### src/rtl/dcache_pkg.sv
// Shared types and constants for the N-way data cache.
// Optional build macro DCACHE_MISSCNT_EN adds the MISSCNT state.
// Holds the FSM encoding, the miss sentinel and address-field helpers.
package dcache_pkg;

    localparam logic [31:0] BAD_DATA        = 32'hBAD0BAD0;
    localparam logic [31:0] HITCNT_ADDR_DEF = 32'h3100;

    typedef enum logic [2:0] {
        IDLE,
        WB,
        FETCH,
        FLUSH,
        HITCNT,
        DONE
`ifdef DCACHE_MISSCNT_EN
        , MISSCNT
`endif
    } dcache_state_t;

    // Tag width left over after byte, word-select and index bits.
    function automatic int tag_width(input int sets, input int words);
        return 32 - 2 - $clog2(words) - $clog2(sets);
    endfunction

endpackage

### src/rtl/plru_tree.sv
// Tree pseudo-LRU for one set: updated bits after an access plus current victim.
// Purely combinational, zero latency.
// No handshake; caller decides when the updated bits are stored.
module plru_tree #(
    parameter int WAYS = 2
) (
    input  logic [WAYS-2:0]         bits_i,
    input  logic [$clog2(WAYS)-1:0] access_i,
    output logic [WAYS-2:0]         bits_o,
    output logic [$clog2(WAYS)-1:0] victim_o
);

    localparam int LVL = $clog2(WAYS);

    // Heap-ordered tree, node 1 is the root; slot 0 is padding.
    // A node bit of 0 points the victim towards the lower-numbered half.
    logic [WAYS-1:0] tree_in;
    logic [WAYS-1:0] tree_out;
    logic [LVL-1:0]  node_a;
    logic [LVL-1:0]  node_v;
    logic            unused_root_pad;

    assign tree_in         = {bits_i, 1'b0};
    assign bits_o          = tree_out[WAYS-1:1];
    assign unused_root_pad = tree_out[0];

    // Walk the access path pointing each node away from it; walk the victim path.
    always_comb begin
        tree_out = tree_in;
        node_a   = LVL'(1);
        node_v   = LVL'(1);
        victim_o = '0;
        for (int l = 0; l < LVL; l++) begin
            tree_out[node_a]    = ~access_i[LVL-1-l];
            node_a              = (node_a << 1) | LVL'(access_i[LVL-1-l]);
            victim_o[LVL-1-l]   = tree_in[node_v];
            node_v              = (node_v << 1) | LVL'(tree_in[node_v]);
        end
    end

endmodule

### src/rtl/dcache_nway.sv
// N-way write-back write-allocate L1 data cache; hits answer in the same cycle.
// Misses stall for an optional write-back then a line fill; halt flushes dirty lines.
// Optional DCACHE_MISSCNT_EN also writes the miss count after the hit count.
module dcache_nway
    import dcache_pkg::*;
#(
    parameter int          SETS        = 8,
    parameter int          WAYS        = 2,
    parameter int          WORDS       = 2,
    parameter logic [31:0] HITCNT_ADDR = HITCNT_ADDR_DEF
) (
    input  logic        CLK,
    input  logic        RST,
    input  logic        halt,
    input  logic        dmemREN,
    input  logic        dmemWEN,
    input  logic [31:0] dmemaddr,
    input  logic [31:0] dmemstore,
    output logic        dhit,
    output logic [31:0] dmemload,
    output logic        flushed,
    output logic        dREN,
    output logic        dWEN,
    output logic [31:0] daddr,
    output logic [31:0] dstore,
    input  logic [31:0] dload,
    input  logic        dwait
);

    localparam int WSEL_W = $clog2(WORDS);
    localparam int IDX_W  = $clog2(SETS);
    localparam int WAY_W  = $clog2(WAYS);
    localparam int TAG_W  = tag_width(SETS, WORDS);
    localparam int OFF    = 2 + WSEL_W;

    typedef logic [WORDS-1:0][31:0] line_t;

    line_t             data_q  [SETS][WAYS];
    logic [TAG_W-1:0]  tag_q   [SETS][WAYS];
    logic [WAYS-1:0]   valid_q [SETS];
    logic [WAYS-1:0]   dirty_q [SETS];
    logic [WAYS-2:0]   plru_q  [SETS];

    dcache_state_t     state_q, state_d;
    logic [WSEL_W-1:0] cnt_q, cnt_d;
    logic [WAY_W-1:0]  victim_q, victim_d;
    logic [IDX_W-1:0]  fset_q, fset_d;
    logic [WAY_W-1:0]  fway_q, fway_d;
    logic [31:0]       hitcnt_q, hitcnt_d;
    logic              miss_seen_q, miss_seen_d;
`ifdef DCACHE_MISSCNT_EN
    logic [31:0]       misscnt_q, misscnt_d;
`endif

    logic [WSEL_W-1:0] a_word;
    logic [IDX_W-1:0]  a_idx;
    logic [TAG_W-1:0]  a_tag;
    logic              unused_addr_bits;
    logic [WAYS-1:0]   hit_vec;
    logic              hit_any, inv_any;
    logic [WAY_W-1:0]  hit_way, inv_way, plru_vic;
    logic [WAYS-2:0]   plru_upd;
    logic              hit_upd, wr_hit, fill_wr, fill_last, flush_adv;

    assign a_word           = dmemaddr[OFF-1:2];
    assign a_idx            = dmemaddr[OFF+IDX_W-1:OFF];
    assign a_tag            = dmemaddr[31:OFF+IDX_W];
    assign unused_addr_bits = ^dmemaddr[1:0];

    // Tag compare across the indexed set and lowest-invalid-way search.
    always_comb begin
        hit_way = '0;
        inv_way = '0;
        for (int w = 0; w < WAYS; w++) begin
            hit_vec[w] = valid_q[a_idx][w] && (tag_q[a_idx][w] == a_tag);
        end
        for (int w = WAYS - 1; w >= 0; w--) begin
            if (hit_vec[w])           hit_way = WAY_W'(w);
            if (!valid_q[a_idx][w])   inv_way = WAY_W'(w);
        end
        hit_any = (dmemREN || dmemWEN) && (|hit_vec);
        inv_any = ~&valid_q[a_idx];
    end

    plru_tree #(.WAYS(WAYS)) u_plru (
        .bits_i   (plru_q[a_idx]),
        .access_i (hit_way),
        .bits_o   (plru_upd),
        .victim_o (plru_vic)
    );

    assign dmemload = dhit ? data_q[a_idx][hit_way][a_word] : BAD_DATA;

    // Next state, counters and bus outputs.
    always_comb begin
        state_d     = state_q;
        cnt_d       = cnt_q;
        victim_d    = victim_q;
        fset_d      = fset_q;
        fway_d      = fway_q;
        hitcnt_d    = hitcnt_q;
        miss_seen_d = miss_seen_q;
`ifdef DCACHE_MISSCNT_EN
        misscnt_d   = misscnt_q;
`endif
        dhit      = 1'b0;
        flushed   = 1'b0;
        dREN      = 1'b0;
        dWEN      = 1'b0;
        daddr     = '0;
        dstore    = '0;
        hit_upd   = 1'b0;
        wr_hit    = 1'b0;
        fill_wr   = 1'b0;
        fill_last = 1'b0;
        flush_adv = 1'b0;
        case (state_q)
            IDLE: begin
                if (halt) begin
                    state_d = FLUSH;
                    cnt_d   = '0;
                end else if (dmemREN || dmemWEN) begin
                    if (hit_any) begin
                        dhit    = 1'b1;
                        hit_upd = 1'b1;
                        wr_hit  = dmemWEN;
                        // The retry that completes a miss is not a real hit.
                        if (miss_seen_q) miss_seen_d = 1'b0;
                        else             hitcnt_d    = hitcnt_q + 32'd1;
                    end else begin
                        victim_d    = inv_any ? inv_way : plru_vic;
                        miss_seen_d = 1'b1;
                        cnt_d       = '0;
                        state_d     = (!inv_any && dirty_q[a_idx][plru_vic]) ? WB : FETCH;
`ifdef DCACHE_MISSCNT_EN
                        misscnt_d   = misscnt_q + 32'd1;
`endif
                    end
                end
            end
            WB: begin
                dWEN   = 1'b1;
                daddr  = {tag_q[a_idx][victim_q], a_idx, cnt_q, 2'b00};
                dstore = data_q[a_idx][victim_q][cnt_q];
                if (!dwait) begin
                    cnt_d = cnt_q + 1'b1;
                    if (cnt_q == WSEL_W'(WORDS - 1)) state_d = FETCH;
                end
            end
            FETCH: begin
                dREN  = 1'b1;
                daddr = {a_tag, a_idx, cnt_q, 2'b00};
                if (!dwait) begin
                    fill_wr = 1'b1;
                    cnt_d   = cnt_q + 1'b1;
                    if (cnt_q == WSEL_W'(WORDS - 1)) begin
                        fill_last = 1'b1;
                        state_d   = IDLE;
                    end
                end
            end
            FLUSH: begin
                if (valid_q[fset_q][fway_q] && dirty_q[fset_q][fway_q]) begin
                    dWEN   = 1'b1;
                    daddr  = {tag_q[fset_q][fway_q], fset_q, cnt_q, 2'b00};
                    dstore = data_q[fset_q][fway_q][cnt_q];
                    if (!dwait) begin
                        cnt_d     = cnt_q + 1'b1;
                        flush_adv = (cnt_q == WSEL_W'(WORDS - 1));
                    end
                end else begin
                    flush_adv = 1'b1;
                end
                if (flush_adv) begin
                    fway_d = fway_q + 1'b1;
                    if (fway_q == WAY_W'(WAYS - 1)) begin
                        fset_d = fset_q + 1'b1;
                        if (fset_q == IDX_W'(SETS - 1)) state_d = HITCNT;
                    end
                end
            end
            HITCNT: begin
                dWEN   = 1'b1;
                daddr  = HITCNT_ADDR;
                dstore = hitcnt_q;
`ifdef DCACHE_MISSCNT_EN
                if (!dwait) state_d = MISSCNT;
            end
            MISSCNT: begin
                dWEN   = 1'b1;
                daddr  = HITCNT_ADDR + 32'd4;
                dstore = misscnt_q;
`endif
                if (!dwait) state_d = DONE;
            end
            DONE: flushed = 1'b1;
            default: state_d = IDLE;
        endcase
    end

    // Control registers.
    always_ff @(posedge CLK or posedge RST) begin
        if (RST) begin
            state_q     <= IDLE;
            cnt_q       <= '0;
            victim_q    <= '0;
            fset_q      <= '0;
            fway_q      <= '0;
            hitcnt_q    <= '0;
            miss_seen_q <= 1'b0;
`ifdef DCACHE_MISSCNT_EN
            misscnt_q   <= '0;
`endif
        end else begin
            state_q     <= state_d;
            cnt_q       <= cnt_d;
            victim_q    <= victim_d;
            fset_q      <= fset_d;
            fway_q      <= fway_d;
            hitcnt_q    <= hitcnt_d;
            miss_seen_q <= miss_seen_d;
`ifdef DCACHE_MISSCNT_EN
            misscnt_q   <= misscnt_d;
`endif
        end
    end

    // Line status bits; a line only becomes valid on its last fill word.
    always_ff @(posedge CLK or posedge RST) begin
        if (RST) begin
            for (int s = 0; s < SETS; s++) begin
                valid_q[s] <= '0;
                dirty_q[s] <= '0;
                plru_q[s]  <= '0;
            end
        end else begin
            if (hit_upd) plru_q[a_idx] <= plru_upd;
            if (wr_hit)  dirty_q[a_idx][hit_way] <= 1'b1;
            if (fill_last) begin
                valid_q[a_idx][victim_q] <= 1'b1;
                dirty_q[a_idx][victim_q] <= 1'b0;
            end
        end
    end

    // Data and tag arrays carry no reset; validity is tracked above.
    always_ff @(posedge CLK) begin
        if (wr_hit)    data_q[a_idx][hit_way][a_word] <= dmemstore;
        if (fill_wr)   data_q[a_idx][victim_q][cnt_q] <= dload;
        if (fill_last) tag_q[a_idx][victim_q]         <= a_tag;
    end

endmodule

### config.mk
export PLATFORM = sky130hd
export DESIGN_NAME = dcache_nway
export DESIGN_NICKNAME = d
export VERILOG_FILES = /design/src/rtl/dcache_pkg.sv /design/src/rtl/plru_tree.sv /design/src/rtl/dcache_nway.sv
export SDC_FILE = /design/constraint.sdc
export NUM_CORES = 2
export LEC_CHECK = 0
export CAP_MARGIN = 20
export CORE_UTILIZATION = 60
export DETAILED_ROUTE_END_ITERATION = 7
export PLACE_DENSITY = 0.75
export RECOVER_POWER = 50
export SLEW_MARGIN = 10
export SYNTH_ARGS = -nofsm -noshare
export SYNTH_HDL_FRONTEND = slang
export SYNTH_SLANG_ARGS = --single-unit
### constraint.sdc
create_clock -name CLK -period 8.1 [get_ports CLK]
set_clock_uncertainty 0.15 [all_clocks]
set_input_delay 1.62 -clock CLK [delete_from_list [all_inputs] [get_ports CLK]]
set_output_delay 1.62 -clock CLK [all_outputs]
set_load 0.02 [all_outputs]
==> out/metrics.yaml <==
logic_synthesis:
  synthFlopType: "edfxtp_1"
  avgSynthCellArea_um2: 16.3
  syn_area_um2: 73700
  synth_warnings: 0
  yosys_register_bits: 1522
  ys_seq_area_frac: 0.615
  synth_cell_types: 72
  synthCells: 4511
  async_flop_share: 0.0539
  synth_enable_flop_cells: 1440
cells_and_area:
  num-nets-final: 4870
  design_area_um2: 83900
  multiInputGateArea_um2: 27100
  area_growth_pct: 13.8
  regArea_um2: 45300
  drive_above_1_share: 0.262
  final.fill_count: 7797
worst_setup_path:
  setup.worst_path.start_class: "primary input"
  cp_top_family: "buffers and inverters"
  slowest_delay_ps: 3080
  cp_slowest_cell: "clkbuf_1"
  worstPathRequired_ps: 8410
  end_kind: "register"
  timing.rr.start: "victim_q"
  path_max_fanout: 33
  worst-path-buf-inv: 3
  crit_type: "in -> reg"
  cp.arrival_ps: 8460
  cp-startpoint: "dwait"
  path_cells: "dlygate4sd3_1, nor3_1, and3_2, clkbuf_1, a21oi_2, nor2_4, buf_12"
worst_hold_path:
  hp-start: "hitcnt_q[31]"
  min_path_type: "reg -> reg"
power_and_ir_drop:
  switching_share: 0.303
  clkPwrFrac: 0.311
  power_frac_seq: 0.399
  power_switching_w: 0.00696
  ir_drop_mv: 0.261
  power_density_nw_per_um2: 274
  p_int_w: 0.0160
  pwr-share-comb: 0.290
  leakagePower_nw: 27.4
die:
  die_w_um: 352
  start_util: 0.605
  die_h_um: 352
  ioPinCount: 202
  fp.dieArea_um2: 124000
  core.rowCount: 128
  core_area_um2: 122000
grt:
  antenna_found_initial: 12
  grt.total_usage: 0.408
  grt_pass1_vias: 50200
  gr-total-overflow: 0
  grt_first_pass_wirelength_um: 357000
  grt_max_degree: 145
detailed_routing:
  wl_per_cell_um: 38.8
  routed_via_density: 7.73
  drtPass1Iterations: 7
  drt_wl_total_um: 253000
  initialDrtViolationCount: 8733
  drc: 0
  postRouteAntennaNets: 0
  vias: 50400
sta:
  rsz0062_at_grt: "false"
  final_hold_viol_count: 0
  fin_crit_sh: 1.01
  tightestPinTransition_ps: 4400
  relSlewSlack: -1.93
  setup_slack_ps: -45.9
  fmax_mhz: 123
  period_minus_slack_ps: 8150
  maxSlewViolCount: 467
  setup_viol: 41
placed_design:
  place_worst_setup_slack_ps: -312
  dpl-instance-area_um2: 79000
  place_hpwl_um: 151000
  io_buffers: 197
  finalWeightedCongestion: 0.909
job:
  max_cap_viol_count: 21
cts:
  clkLatencyLatePin_ps: 810
  clk_pin_slew_ps: 60
  clock_path_buffers: 3
  cts_tree: "done"
  cts-buffers-inserted: 156
  cts_max_level: 4
  root_buffer: "clkbuf_16"
  cts_sinks: 1522
status:
  violations: "capacitance limit, slew limit, setup timing"
  status: "complete, but fails checks"
cells in the mapped netlist (9+ instances only):
library cell | n | area (um^2)
nand4_1 | 15 | 93.8
buf_1 | 58 | 218
a222oi_1 | 15 | 150
nand3_1 | 42 | 210
xnor2_1 | 31 | 272
o22ai_1 | 39 | 244
a221o_1 | 35 | 350
a22oi_1 | 194 | 1460
clkbuf_1 | 219 | 822
a21oi_1 | 116 | 581
nor2_1 | 202 | 758
o21ai_0 | 98 | 490
o211ai_1 | 12 | 90.1
and4_1 | 12 | 105
dfrtp_1 | 82 | 2050
mux2_2 | 175 | 1970
edfxtp_1 | 1440 | 43200
buf_2 | 58 | 290
o21a_1 | 13 | 97.6
nor3_1 | 56 | 280
and3_1 | 46 | 288
or2_2 | 18 | 113
buf_6 | 10 | 113
a31oi_1 | 9 | 56.3
buf_4 | 13 | 97.6
mux2i_1 | 192 | 1920
inv_1 | 36 | 135
nor2b_1 | 10 | 62.6
nor3b_1 | 13 | 97.6
o221ai_1 | 37 | 324
mux4_2 | 575 | 12900
nand2_1 | 356 | 1340
a221oi_1 | 102 | 893
xor2_1 | 38 | 333
a21boi_0 | 10 | 75.1
a211oi_1 | 14 | 105
a22o_1 | 27 | 236
nor4_1 | 15 | 93.8
layer usage:
metal / track usage / wire length (um) / vias to the layer above
met3: 0.130 / 41200 / 1200
met2: 0.613 / 113000 / 4955
met4: 0.256 / 19200 / 20
met5: 0 / 154 / -
li1: - / - / 19200
met1: 0.519 / 79400 / 25000
metrics by stage:
| stage | setup TNS (ps) | util | instances | hold slack, ps | total power (W) |
|---|---|---|---|---|---|
| after detailed placement | -608 | 0.648 | 6230 | 321 | 0.0159 |
| final | -688 | 0.688 | 6518 | 327 | 0.0230 |
| after global placement | -541 | 0.648 | 6230 | 315 | 0.0158 |
| after CTS | 0 | 0.690 | 6508 | 330 | 0.0229 |
| after floorplan | 0 | - | 4512 | 295 | 0.0138 |
| after global routing | 0 | 0.688 | 6511 | 361 | 0.0235 |
cell families after synthesis:
family                     after synthesis  synth area share
DFF                                   1522             0.615
muxes                                  944             0.229
and+or+nand+nor                        829            0.0518
AOI/OAI and AO/OA                      744            0.0731
buffers and inverters                  399            0.0230
xor gates and xnor gates                69           0.00820
adders and majority gates                3          0.000509
other                                    1         0.0000509
cell usage in the layout, fill, tap and decap left out, types with 14 or more instances in the layout:
cell,Yosys,layout
mux2i_1,192,192
edfxtp_1,1440,1440
inv_1,36,35
mux2_1,2,66
a22oi_1,194,194
o221ai_1,37,37
clkinv_2,0,31
mux4_2,575,575
nor2_1,202,153
a221o_1,35,35
xnor2_1,31,31
clkbuf_16,0,158
dfrtp_1,82,77
mux2_2,175,111
a221oi_1,102,102
a21oi_1,116,115
o21ai_0,98,97
buf_12,0,37
nor2_4,0,44
dlygate4sd3_1,0,27
xor2_1,38,38
a211oi_1,14,14
clkbuf_1,219,47
buf_4,13,217
and3_1,46,44
nand2_1,356,355
o22ai_1,39,39
a222oi_1,15,15
clkdlybuf4s50_1,0,144
nor3_1,56,54
clkinv_1,1,25
nand3_1,42,41
a22o_1,27,27
nand4_1,15,15
or2_2,18,18
registers in the layout, summed over array words and instances, names as in the netlist:
| signal | cells |
|---|---|
| data_q | 1024 |
| tag_q | 416 |
| hitcnt_q | 32 |
| dirty_q | 16 |
| valid_q | 16 |
| plru_q | 8 |
| fset_q | 3 |
| state_q | 3 |
| cnt_q | 1 |
| fway_q | 1 |
| miss_seen_q | 1 |
| victim_q | 1 |
layout make-up:
cell class / count / area share
Sequential cell: 1522 / 0.540
Multi-Input combinational cell: 2591 / 0.324
Timing Repair Buffer: 453 / 0.0502
Clock buffer: 189 / 0.0494
Tap cell: 1625 / 0.0242
Clock inverter: 89 / 0.0101
Inverter: 41 / 0.00194
Antenna cell: 8 / 0.000239
power by group through the flow:
stage               registers, W  clock network, W  logic, W
floorplan                0.00907                 0   0.00475
global placement         0.00931                 0   0.00644
detailed placement       0.00932                 0   0.00653
CTS                      0.00916           0.00712   0.00658
global route             0.00918           0.00741   0.00689
finish                   0.00917           0.00714   0.00666
path summary, 6_finish.rpt:
kind,slack (ps),depth (start not counted),to
setup / recovery,-50,7,data_q[6][87]
hold / removal,330,1,hitcnt_q[31]
setup reg to reg,450,6,data_q[6][87]
hold reg to reg,330,1,hitcnt_q[31]
max in group asynchronous,1840,3,victim_q
min in group asynchronous,1230,2,fset_q[0]
what timing repair did:
action,CTS,global route
setup buffers,0,1
gates resized for setup,4,1
hold buffers,0,0
pin swaps,2,1
endpoints found under the setup margin,6,6
(Power assumes the default switching activity.)
